**config.mk**
```make
export PLATFORM = sky130hd
export DESIGN_NAME = gpio_run_controller_flat
export DESIGN_NICKNAME = d
export VERILOG_FILES = /design/src/rtl/gpio_run_controller_pkg.sv /design/src/rtl/gpio_run_controller_if.sv /design/src/rtl/gpio_run_controller_counter.sv /design/src/rtl/gpio_run_controller.sv /design/src/flat_wrapper.sv
export SDC_FILE = /design/constraint.sdc
export NUM_CORES = 1
export LEC_CHECK = 0
export CAP_MARGIN = 40
export CORE_ASPECT_RATIO = 0.9
export CORE_MARGIN = 3
export CORE_UTILIZATION = 44
export DETAILED_ROUTE_END_ITERATION = 10
export PLACE_DENSITY = 0.86
export SLEW_MARGIN = 5
export SYNTH_ARGS = -nofsm -noshare
export SYNTH_HDL_FRONTEND = slang
export SYNTH_SLANG_ARGS = --single-unit
```
**constraint.sdc**
```tcl
create_clock -name clk -period 3.6 [get_ports clk]
set_input_delay 0.36 -clock clk [delete_from_list [all_inputs] [get_ports clk]]
set_output_delay 0.36 -clock clk [all_outputs]
set_load 0.03 [all_outputs]
```
**src/rtl/gpio_run_controller_pkg.sv**
```systemverilog
// Shared types and constants for the GPIO-driven core run controller.
package run_ctrl_pkg;

  typedef enum logic [2:0] {
    S_IDLE  = 3'd0,
    S_LOAD  = 3'd1,
    S_ARMED = 3'd2,
    S_RUN   = 3'd3,
    S_DONE  = 3'd4
  } run_state_e;

  localparam logic [1:0] ST_NONE    = 2'd0;
  localparam logic [1:0] ST_PASS    = 2'd1;
  localparam logic [1:0] ST_FAIL    = 2'd2;
  localparam logic [1:0] ST_TIMEOUT = 2'd3;

  localparam int CTRL_LOAD = 1;
  localparam int CTRL_RUN  = 0;

endpackage

```
**src/rtl/gpio_run_controller_if.sv**
```systemverilog
// Core data-store observation port seen by the run controller.
interface gpio_run_controller_if #(
  parameter int XLEN = 32
);
  // st_valid is a one-cycle strobe per store; there is no ready, the
  // observer always accepts and never back-pressures the core.
  logic            st_valid;
  logic [XLEN-1:0] st_addr;
  logic [XLEN-1:0] st_data;

  modport master (output st_valid, output st_addr, output st_data);
  modport slave  (input  st_valid, input  st_addr, input  st_data);
endinterface

```
**src/rtl/gpio_run_controller_counter.sv**
```systemverilog
// Saturating run-cycle counter with clear, enable and terminal-count flag.
// Terminal-count compare exists only when GPIO_RUN_CTRL_TIMEOUT_EN is defined.
module run_cycle_counter #(
  parameter int XLEN           = 32,
  parameter int TIMEOUT_CYCLES = 1100
) (
  input  logic            clk,
  input  logic            rst_n,
  input  logic            clr_i,
  input  logic            en_i,
  output logic [XLEN-1:0] cnt_o,
  output logic            tc_o
);

  logic [XLEN-1:0] cnt_q, cnt_d;

  always_comb begin
    cnt_d = cnt_q;
    if (clr_i) begin
      cnt_d = '0;
    end else if (en_i && (cnt_q != '1)) begin
      cnt_d = cnt_q + XLEN'(1);
    end
  end

  always_ff @(posedge clk or negedge rst_n) begin
    if (!rst_n) begin
      cnt_q <= '0;
    end else begin
      cnt_q <= cnt_d;
    end
  end

  assign cnt_o = cnt_q;

`ifdef GPIO_RUN_CTRL_TIMEOUT_EN
  // Flag the last permitted run cycle so the stop lands after exactly
  // TIMEOUT_CYCLES cycles of core_en.
  localparam logic [XLEN-1:0] TC_VAL = XLEN'(TIMEOUT_CYCLES - 1);
  assign tc_o = (cnt_q == TC_VAL);
`else
  localparam int unused_timeout = TIMEOUT_CYCLES;
  assign tc_o = 1'b0;
`endif

endmodule

```
**src/rtl/gpio_run_controller.sv**
```systemverilog
// Sequences core reset/enable from GPIO control words and detects pass/fail
// stores. Watchdog stop is built only with GPIO_RUN_CTRL_TIMEOUT_EN defined.
module gpio_run_controller
  import run_ctrl_pkg::*;
#(
  parameter int TIMEOUT_CYCLES = 1100,
  parameter int XLEN           = 32
) (
  input  logic                  clk,
  input  logic                  rst_n,
  input  logic [XLEN-1:0]       GPIO0_R0_CH1,
  input  logic [XLEN-1:0]       GPIO0_R0_CH2,
  input  logic [XLEN-1:0]       GPIO0_R1_CH1,
  input  logic [XLEN-1:0]       GPIO0_R1_CH2,
  gpio_run_controller_if.slave  st,
  output logic                  core_rst_n,
  output logic                  core_en,
  output logic [XLEN-1:0]       pc_init,
  output logic [XLEN-1:0]       mem_offset,
  output logic [XLEN-1:0]       cycle_count,
  output logic [1:0]            status,
  output logic                  STOP_sim,
  output run_state_e            dbg_state_o
);

  logic [1:0]      ctrl_q;
  run_state_e      state_q, state_d;
  logic [1:0]      status_q, status_d;
  logic [XLEN-1:0] mem_offset_q, pc_init_q, succ_q;
  logic            cnt_clr, cnt_en, cnt_tc;
  logic            store_hit;
  logic            unused_ctrl_hi;

  assign unused_ctrl_hi = ^GPIO0_R0_CH1[XLEN-1:2];

  always_comb begin
    state_d   = state_q;
    status_d  = status_q;
    store_hit = st.st_valid && (st.st_addr == mem_offset_q);
    // Load overrides every other decision, including a store in the same cycle.
    if (ctrl_q[CTRL_LOAD]) begin
      state_d = S_LOAD;
    end else begin
      case (state_q)
        S_IDLE:  state_d = S_IDLE;
        S_LOAD:  state_d = S_ARMED;
        S_ARMED: if (ctrl_q[CTRL_RUN]) state_d = S_RUN;
        S_RUN: begin
          if (store_hit) begin
            state_d  = S_DONE;
            status_d = (st.st_data == succ_q) ? ST_PASS : ST_FAIL;
          end else if (cnt_tc) begin
            state_d  = S_DONE;
            status_d = ST_TIMEOUT;
          end else if (!ctrl_q[CTRL_RUN]) begin
            state_d = S_ARMED;
          end
        end
        S_DONE:  state_d = S_DONE;
        default: state_d = S_IDLE;
      endcase
    end
    if (state_q == S_LOAD) begin
      status_d = ST_NONE;
    end
  end

  always_ff @(posedge clk or negedge rst_n) begin
    if (!rst_n) begin
      ctrl_q       <= 2'b00;
      state_q      <= S_IDLE;
      status_q     <= ST_NONE;
      mem_offset_q <= '0;
      pc_init_q    <= '0;
      succ_q       <= '0;
    end else begin
      ctrl_q   <= GPIO0_R0_CH1[1:0];
      state_q  <= state_d;
      status_q <= status_d;
      if (state_q == S_LOAD) begin
        mem_offset_q <= GPIO0_R0_CH2;
        pc_init_q    <= GPIO0_R1_CH1;
        succ_q       <= GPIO0_R1_CH2;
      end
    end
  end

  assign cnt_clr = (state_q == S_LOAD);
  assign cnt_en  = (state_q == S_RUN);

  run_cycle_counter #(
    .XLEN           (XLEN),
    .TIMEOUT_CYCLES (TIMEOUT_CYCLES)
  ) u_counter (
    .clk   (clk),
    .rst_n (rst_n),
    .clr_i (cnt_clr),
    .en_i  (cnt_en),
    .cnt_o (cycle_count),
    .tc_o  (cnt_tc)
  );

  assign core_rst_n  = (state_q != S_IDLE) && (state_q != S_LOAD);
  assign core_en     = (state_q == S_RUN);
  assign STOP_sim    = (state_q == S_DONE);
  assign status      = status_q;
  assign pc_init     = pc_init_q;
  assign mem_offset  = mem_offset_q;
  assign dbg_state_o = state_q;

endmodule
```
**src/flat_wrapper.sv**
```systemverilog
// flat-port wrapper written by rule: the top's interface ports become plain ports
module gpio_run_controller_flat import run_ctrl_pkg::*;
#(
  parameter int TIMEOUT_CYCLES = 1100,
  parameter int XLEN           = 32
)
  (clk, rst_n, GPIO0_R0_CH1, GPIO0_R0_CH2, GPIO0_R1_CH1, GPIO0_R1_CH2, core_rst_n, core_en, pc_init, mem_offset, cycle_count, status, STOP_sim, dbg_state_o, st_st_valid, st_st_addr, st_st_data);
  gpio_run_controller_if #(.XLEN(XLEN)) st_i ();
  input  logic clk;
  input  logic rst_n;
  input  logic [XLEN-1:0] GPIO0_R0_CH1;
  input  logic [XLEN-1:0] GPIO0_R0_CH2;
  input  logic [XLEN-1:0] GPIO0_R1_CH1;
  input  logic [XLEN-1:0] GPIO0_R1_CH2;
  output logic core_rst_n;
  output logic core_en;
  output logic [XLEN-1:0] pc_init;
  output logic [XLEN-1:0] mem_offset;
  output logic [XLEN-1:0] cycle_count;
  output logic [1:0] status;
  output logic STOP_sim;
  output run_state_e dbg_state_o;
  input wire logic [$bits(st_i.st_valid)-1:0] st_st_valid;
  input wire logic [$bits(st_i.st_addr)-1:0] st_st_addr;
  input wire logic [$bits(st_i.st_data)-1:0] st_st_data;
  assign st_i.st_valid = st_st_valid;
  assign st_i.st_addr = st_st_addr;
  assign st_i.st_data = st_st_data;
  gpio_run_controller #(.TIMEOUT_CYCLES(TIMEOUT_CYCLES), .XLEN(XLEN)) u_core (.clk(clk), .rst_n(rst_n), .GPIO0_R0_CH1(GPIO0_R0_CH1), .GPIO0_R0_CH2(GPIO0_R0_CH2), .GPIO0_R1_CH1(GPIO0_R1_CH1), .GPIO0_R1_CH2(GPIO0_R1_CH2), .st(st_i), .core_rst_n(core_rst_n), .core_en(core_en), .pc_init(pc_init), .mem_offset(mem_offset), .cycle_count(cycle_count), .status(status), .STOP_sim(STOP_sim), .dbg_state_o(dbg_state_o));
endmodule
```
# Word-level counts from Yosys, hierarchy flattened
# Cells that the tools add are included.
# W data, S select, Z words.
# word_totals
regBits,135
latch_bits,0
mem_bits_rw,0
rom_bits,0
output_inout_bits,104
word_cells,40
n_memories,0
# classes
add_sub_neg,1
multipliers,0
n_div,0
n_lt_le_gt_ge,0
n_eq_ne,11
shift,0
n_mux,12
bitwise,0
n_reduce_logical,9
# ops
op,count
$eq A32 B32 Y1,2
$mux W32,2
$add A32 B1 Y32 const B,1
$ne A32 B32 Y1 const B,1
$mux W3,4
$pmux W3 S4,1
$mux W2,5
$eq A3 B2 Y1 const B,2
$ne A3 B1 Y1 const B,2
$reduce_bool A2 Y1,3
$ne A4 B3 Y1 const B,1
$eq A3 B1 Y1 const B,1
$eq A3 B3 Y1 const B,1
$logic_and A1 B1 Y1,3
$reduce_and A3 Y1,1
$reduce_bool A3 Y1,1
$ne A2 B2 Y1 const B,1
$reduce_and A2 Y1,1

# Depth between registers and ports, before layout
# Gate-level depths: netlist of the first run.
# depth
ltp_word,6
ltp_mapped,8

# Cells and area by module
# From an unflattened synthesis of the first run, not the netlist that was laid out.
# unflattened
cells_unflattened,720
area_unflattened_um2,6432.4
# modules_own_cells
module,instances,cells_each,area_each_um2
gpio_run_controller,1,520,4566.9
run_cycle_counter,1,200,1865.5

# Least setup slack after synthesis of the first run
# No wires, ideal clock.
# synth_path
kind,register to register
from,"reg u_core.u_counter.cnt_q[0], in the netlist u_core.u_counter.cnt_o[0]"
to,"reg u_core.u_counter.cnt_q[20], in the netlist u_core.u_counter.cnt_o[20]"
setup_ns,0.078
arrival_ns,2.013
required_time_ns,3.522
path_slack_ns,1.509
stages_incl_launch_ff,7
path_buffers,0
synth_period_minus_slack_ns,2.091
path_cell_list,dfrtp_1 ha_1 and4_1 nand3_1 or3_4 or3_1 a21oi_1
# synth_via
elab_chain_cells,3
word_cells_on_any_way,6
cone_classes,add/sub: 1; eq/ne: 1; mux: 2; reduce/logical: 2
# synth_rtl
item,line_no,rtl
from (decl),gpio_run_controller_counter.sv:15,"logic [XLEN-1:0] cnt_q, cnt_d;"
from (signal assigned),gpio_run_controller_counter.sv:30,cnt_q <= cnt_d;
$add A32 B1 Y32 / $ne A32 B32 Y1 (equally long branches),"gpio_run_controller_counter.sv:22, gpio_run_controller_counter.sv:21",
$mux W32 / $logic_and A1 B1 Y1 (equally long branches),gpio_run_controller_counter.sv:21,end else if (en_i && (cnt_q != '1)) begin
$mux W32 / $reduce_bool A2 Y1 (equally long branches),--,
# Parallel ways exist; a longest one is shown, timed or not. The select of a mux whose other input is x is not followed.
# A chain may end at the register's enable or synchronous reset.

# Final worst setup path of the first run
# layout_path
from,"reg u_core.u_counter.cnt_q[9], in the netlist u_core.u_counter.cnt_o[9]"
to,"reg u_core.u_counter.cnt_q[2], in the netlist u_core.u_counter.cnt_o[2]"
# layout_via
elab_chain_cells,3
# layout_rtl
item,line_no
$ne A32 B32 Y1,gpio_run_controller_counter.sv:21
$logic_and A1 B1 Y1,gpio_run_controller_counter.sv:21
$reduce_bool A2 Y1 (no source line),--
# No other way between the ends.

==> results.md, run 1 <==
- Asr flop ratio synth: 100.0%
- Drt first-iter violations: 310
- P_int: 3222 uW
- DRT Pass-1 Iters: 4
- Cell area after placement: 9072 um2
- Sw Share: 29.89%
- Inserted Diodes: 0
- CTS Sinks: 135
- Area growth syn-to-layout: 55.34%
- Die Wd: 131.2 um
- Die outline height: 118.6 um
- Core area: 13560 um2
- Setup-failing EPs final: 0
- HP Class: in2reg
- Filler cells: 1000
- Clock Latency Late Sink: 0.42 ns
- Startpoint Class: flop
- Number of port buffers: 268
- Sequential Power Share: 40.0%
- RSZ-0062 raised after global routing: no
- Grt ovf: 0
- Final core occ: 71.05%
- Hold Vio Cnt, Final: 0
- PwrDens: 476.8 nW/um2
- Clock root buffer: clkbuf_16
- CTS tree: built
- Drt drc: 0
- Clk network pwr share: 35.5%
- Lkg Pwr: 0.004334 uW
- Clk pin slew, worst setup/hold paths: 0.06 ns
- Crit Path Class: reg2reg
- Global Route Usage Sum: 24.91%
- Layout cells sized above 1: 4.545%
- Max-Cap Viols: 0
- Top FF cell, synth: dfrtp_1
- Sw Pwr: 1374 uW
- TritonCTS Buffers: 17
- Worst VDD drop: 0.3655 mV
- Combinational power share: 24.5%
- Measured slew at the worst slew-check pin: 0.9657 ns
- Core Rows: 40
- Worst Path Max Fanout: 21
- Routed WL per cell: 16.34 um
- Detailed Route WL: 18910 um
- Via count: 5764
- Pin count of the biggest net entering global routing: 82
- Clock skew: 0.008916 ns
- Vias in the first global route: 5847
- Worst-case clock buffer depth: 2
- Initial Utilization: 45.74%
- Distinct cells, synth: 33
- Final slew viol count: 0
- CP Data Required Time: 3.94 ns
- Nets: 1151
- CP Data Arrival Time: 2.77 ns
- I/O pins: 299
- Die area: 15560 um2
- Via density per instance: 4.982
- H-tree depth: 4
- Commonest non-fill, non-tap cells in the layout: 302 x nand2_1, 267 x clkdlybuf4s50_1, 135 x dfrtp_1
- Final ANT Viol Nets: 0
- Setup_tns: 0 ns
- Synth Register Bits: 135
- Post-Syn Area: 6203 um2
- Run status: finished clean
- Fmax: 410.3 MHz
- Dpl hpwl: 13650 um
- Design area: 9637 um2
- CTS resizes: 0
- Crit. End Element: flop
- Initial antenna violation count: 0
- Min cycle time layout: 2.437 ns
- Commonest non-fill, non-tap cell in the layout: nand2_1
- Seq/Total Area, Yosys: 54.46%
- EDFF count, synth: 0
- Tcrit/Tclk final: 67.69%
- First-pass GRT wire length: 30680 um
- Synth Instances: 692
- Relative slew slack: 35.62%
- GPL Wtd Cong: 0.8025
- Synth Warn #: 0
- Syn Nets: 888
- Syn_area_per_cell: 8.965 um2
## cell usage after synthesis, types with 2 or more instances
master / n / area, um2
nand2_1: 303 / 1137
dfrtp_1: 135 / 3378
xnor2_1: 63 / 551.8
nand4_1: 29 / 181.4
nor2_1: 27 / 101.4
nand3_1: 23 / 115.1
clkbuf_1: 22 / 82.58
xor2_1: 21 / 183.9
o21ai_0: 12 / 60.06
and3_1: 7 / 43.79
a21oi_1: 5 / 25.02
and2_1: 5 / 31.28
and4_1: 5 / 43.79
nor4_1: 5 / 31.28
nor3_1: 4 / 20.02
buf_1: 3 / 11.26
buf_2: 3 / 15.01
inv_1: 3 / 11.26
nand4_2: 2 / 25.02
nor4_2: 2 / 25.02
## power groups by stage
stage | registers (uW) | clock network (uW) | logic, uW
after floorplan | 2070 | 0 | 342
after global placement | 1850 | 0 | 1110
final | 1840 | 1630 | 1130
after CTS | 1840 | 1650 | 1140
after global routing | 1860 | 1730 | 1210
after detailed placement | 1860 | 0 | 1130
## registers in the layout (all words and copies together) (netlist names)
signal	cells
u_core.ctrl_q	2
u_core.u_counter.cnt_o	32
u_core.mem_offset	32
u_core.succ_q	32
u_core.pc_init	32
u_core.dbg_state_o	3
u_core.status	2
## critical path: stages (launching register included)
cell and delay [ns]:
dfrtp_1 0.42, and3_1 0.28, and4_1 0.24, a41oi_2 0.81
nand2_1 0.15, or2_2 0.31, a21oi_1 0.14
## cells by family after synthesis
group	Yosys count	share of synthesized area, %
adders and majority gates	1	0.2017
buffers and inverters	32	1.997
and+or+nand+nor	418	29.31
DFF	135	54.46
xor gates and xnor gates	84	11.86
AOI/OAI and AO/OA	22	2.178
## cell type report
class,count,area [um2],share of cell area [%]
clock inverter,8,72.57,0.7531
sequential,135,3378,35.06
inverter,4,15.01,0.1558
tap,189,236.5,2.454
multi-input combinational,525,2711,28.14
clock buffer,24,481.7,4.999
timing repair buffer,272,2741,28.45
## final timing paths
kind                            cells past startpoint                                   from  slack, ns                                     end
worst max-delay path                                6  u_core.u_counter.cnt_o[9]$_DFFE_PN0P_       1.16   u_core.u_counter.cnt_o[2]$_DFFE_PN0P_
worst min-delay path                                1                        GPIO0_R0_CH1[1]       0.39              u_core.ctrl_q[1]$_DFF_PN0_
worst max register to register                      6  u_core.u_counter.cnt_o[9]$_DFFE_PN0P_       1.16   u_core.u_counter.cnt_o[2]$_DFFE_PN0P_
worst min register to register                      2         u_core.pc_init[13]$_DFFE_PN0P_       0.47          u_core.pc_init[13]$_DFFE_PN0P_
max in group asynchronous                           3                                  rst_n       2.32        u_core.mem_offset[9]$_DFFE_PN0P_
min in group asynchronous                           2                                  rst_n       0.46  u_core.u_counter.cnt_o[30]$_DFFE_PN0P_
## per-stage QoR
stage	worst slack, ns	total power [uW]	hold slack (ns)	std cells
after floorplan	1.509	2411	0.06441	692
after global placement	1.171	2960	0.3467	1124
after detailed placement	1.092	2990	0.3472	1124
after CTS	1.190	4631	0.3752	1157
after global routing	1.019	4804	0.3908	1157
final	1.163	4595	0.3853	1157
## metal layers
| metal | share of wire, % | track usage, % | vias to the layer above | routed length (um) |
|---|---|---|---|---|
| met4 | 2.9 | 9.843 | 0 | 546 |
| met5 | 0 | 0 | - | 0 |
| met3 | 9.1 | 10.09 | 45 | 1728 |
| met2 | 48 | 40.71 | 248 | 9052 |
| met1 | 40 | 29.50 | 2707 | 7584 |
| li1 | - | - | 2764 | - |
## repair_timing
item / CTS / global route
buffers inserted: 0 / 0
endpoints found under the hold margin: 54 / 0
hold buffers: 1 / 0
Power figures use the tool's default switching activity.
==> run 2: changes to the inputs <==
--- a/config.mk
+++ b/config.mk
@@ -8,9 +8,9 @@
 export CAP_MARGIN = 40
 export CORE_ASPECT_RATIO = 0.9
 export CORE_MARGIN = 3
-export CORE_UTILIZATION = 44
+export CORE_UTILIZATION = 41
 export DETAILED_ROUTE_END_ITERATION = 10
-export PLACE_DENSITY = 0.86
+export PLACE_DENSITY = 0.81
 export SLEW_MARGIN = 5
 export SYNTH_ARGS = -nofsm -noshare
 export SYNTH_HDL_FRONTEND = slang
==> constraint.sdc (replaced) <==
create_clock -name clk -period 2.4 [get_ports clk]
set_input_delay 0.24 -clock clk [delete_from_list [all_inputs] [get_ports clk]]
set_output_delay 0.24 -clock clk [all_outputs]
set_load 0.03 [all_outputs]
==> results.md, run 2 (synthesis results as in run 1) <==
- Run status: finished clean
- CP Data Required Time: 2.16 ns
- Max-Cap Viols: 0
- Detailed Route WL: 18940 um
- Relative slew slack: 59.32%
- HP Class: in2reg
- Vias in the first global route: 5837
- Worst path slowest cell: clkdlybuf4s50_1
- Final slew viol count: 0
- Setup-failing EPs final: 0
- Clk pin slew, worst setup/hold paths: 0.05 ns
- Die outline height: 122.7 um
- Crit-path max cell delay: 0.68 ns
- Dpl hpwl: 13880 um
- Worst VDD drop: 0.5470 mV
- CTS Sinks: 135
- Filler cells: 1174
- I/O pins: 299
- Worst slack, placed: 0.06013 ns
- Routed WL per cell: 16.14 um
- Layout cells sized above 1: 5.436%
- Worst-path cell chain: nand3_2 -> inv_2 -> clkdlybuf4s50_1
- R2R Setup Slk: 0.26 ns
- Clock skew: 0.007584 ns
- Clock root buffer: clkbuf_16
- Tcrit/Tclk final: 92.95%
- GPL Wtd Cong: 0.8195
- Hold Vio Cnt, Final: 0
- Global Route Usage Sum: 23.13%
- Crit Path Class: reg2out
- Fmax: 448.3 MHz
- PwrDens: 744.6 nW/um2
- Die area: 16640 um2
- Pin count of the biggest net entering global routing: 65
- Final ANT Viol Nets: 0
- Post-route insts no fill: 1173
- Drt drc: 0
- Nets: 1158
- Commonest non-fill, non-tap cell in the layout: nand2_1
- CTS tree: built
- CTS resizes: 0
- Lkg Pwr: 0.004432 uW
- Core area: 14770 um2
- Placed insts: 1140
- Multi-input logic area: 2711 um2
- Initial Utilization: 42.01%
- Cell area after placement: 9161 um2
- Worst Path Max Fanout: 8
- Startpoint Class: flop
- Number of port buffers: 268
- Inserted Diodes: 0
- First-pass GRT wire length: 29940 um
- Area growth syn-to-layout: 58.37%
- Final WS setup: 0.1691 ns
- Commonest non-fill, non-tap cells in the layout: 302 x nand2_1, 267 x clkdlybuf4s50_1, 135 x dfrtp_1
- H-tree depth: 4
- Setup_tns: 0 ns
- Grt ovf: 0
- Drt first-iter violations: 284
- Post-CTS setup buffer count: 0
- DRT Pass-1 Iters: 4
- Storage cell area: 3378 um2
- Via count: 5803
- Crit. End Element: output pin
- Die Wd: 135.7 um
- Via density per instance: 4.947
- Design area: 9824 um2
- RSZ-0062 raised after global routing: no
- Core Rows: 42
- Clock Latency Late Sink: 0.41 ns
- Worst-case clock buffer depth: 2
- TritonCTS Buffers: 17
- Min cycle time layout: 2.231 ns
- Measured slew at the worst slew-check pin: 0.6102 ns
- Initial antenna violation count: 0
- CP Data Arrival Time: 1.99 ns
run 2: cell count changes in the layout (fill, tap and decap cells not counted), sizes merged:
cell,delta
clkinvlp,-2
clkinv,-2
clkbuf,+1
bufinv,+3
buf,+7
run 2: path summary, 6_finish.rpt:
check | startpoint | to | cells past startpoint
max in group asynchronous | rst_n | u_core.u_counter.cnt_o[6]$_DFFE_PN0P_ | 3
hold reg to reg | u_core.pc_init[4]$_DFFE_PN0P_ | u_core.pc_init[4]$_DFFE_PN0P_ | 2
hold / removal | GPIO0_R0_CH1[1] | u_core.ctrl_q[1]$_DFF_PN0_ | 1
min in group asynchronous | rst_n | u_core.u_counter.cnt_o[14]$_DFFE_PN0P_ | 2
setup reg to reg | u_core.mem_offset[19]$_DFFE_PN0P_ | u_core.status[1]$_DFFE_PN0P_ | 6
setup / recovery | u_core.dbg_state_o[0]$_DFFE_PN0P_ | core_en | 3
run 2: critical path, delay by kind of cell, from the launching register on:
kind | cells | cell delay (ns)
AND/OR/NAND/NOR | 1 | 0.24
buffers and inverters | 2 | 0.84
flip-flops | 1 | 0.51
run 2: metrics by stage:
step	utilization, %	power, uW	hold slack (ns)
after floorplan	-	3616	-0.05559
after global placement	62.04	4478	0.2663
after detailed placement	62.04	4511	0.2630
after CTS	66.53	7373	0.2613
after global routing	66.53	7625	0.2568
final	66.53	7316	0.2757
run 2: repair_timing:
item | CTS | global route
setup endpoints to repair | 0 | 0
hold endpoints to repair | 61 | 0
hold buffers | 1 | 0
run 2: layout make-up:
type,count,area share [%]
sequential,135,34.39
timing repair buffer,279,28.69
multi-input combinational,525,27.60
clock buffer,25,5.247
tap,198,2.522
clock inverter,7,1.401
inverter,4,0.1528
run 2: where the power goes:
group          internal [uW]  switching [uW]  leakage (uW)
Sequential              2540             221       0.00171
Clock                   1900             938      0.000319
Combinational            817             898       0.00241
run 2: layer usage:
metal,up-vias,track usage (%),wire [um]
met1,2760,27.40,7458
met5,-,0,0
li1,2783,-,-
met4,0,8.438,389
met3,29,9.016,1957
met2,231,38.40,9130
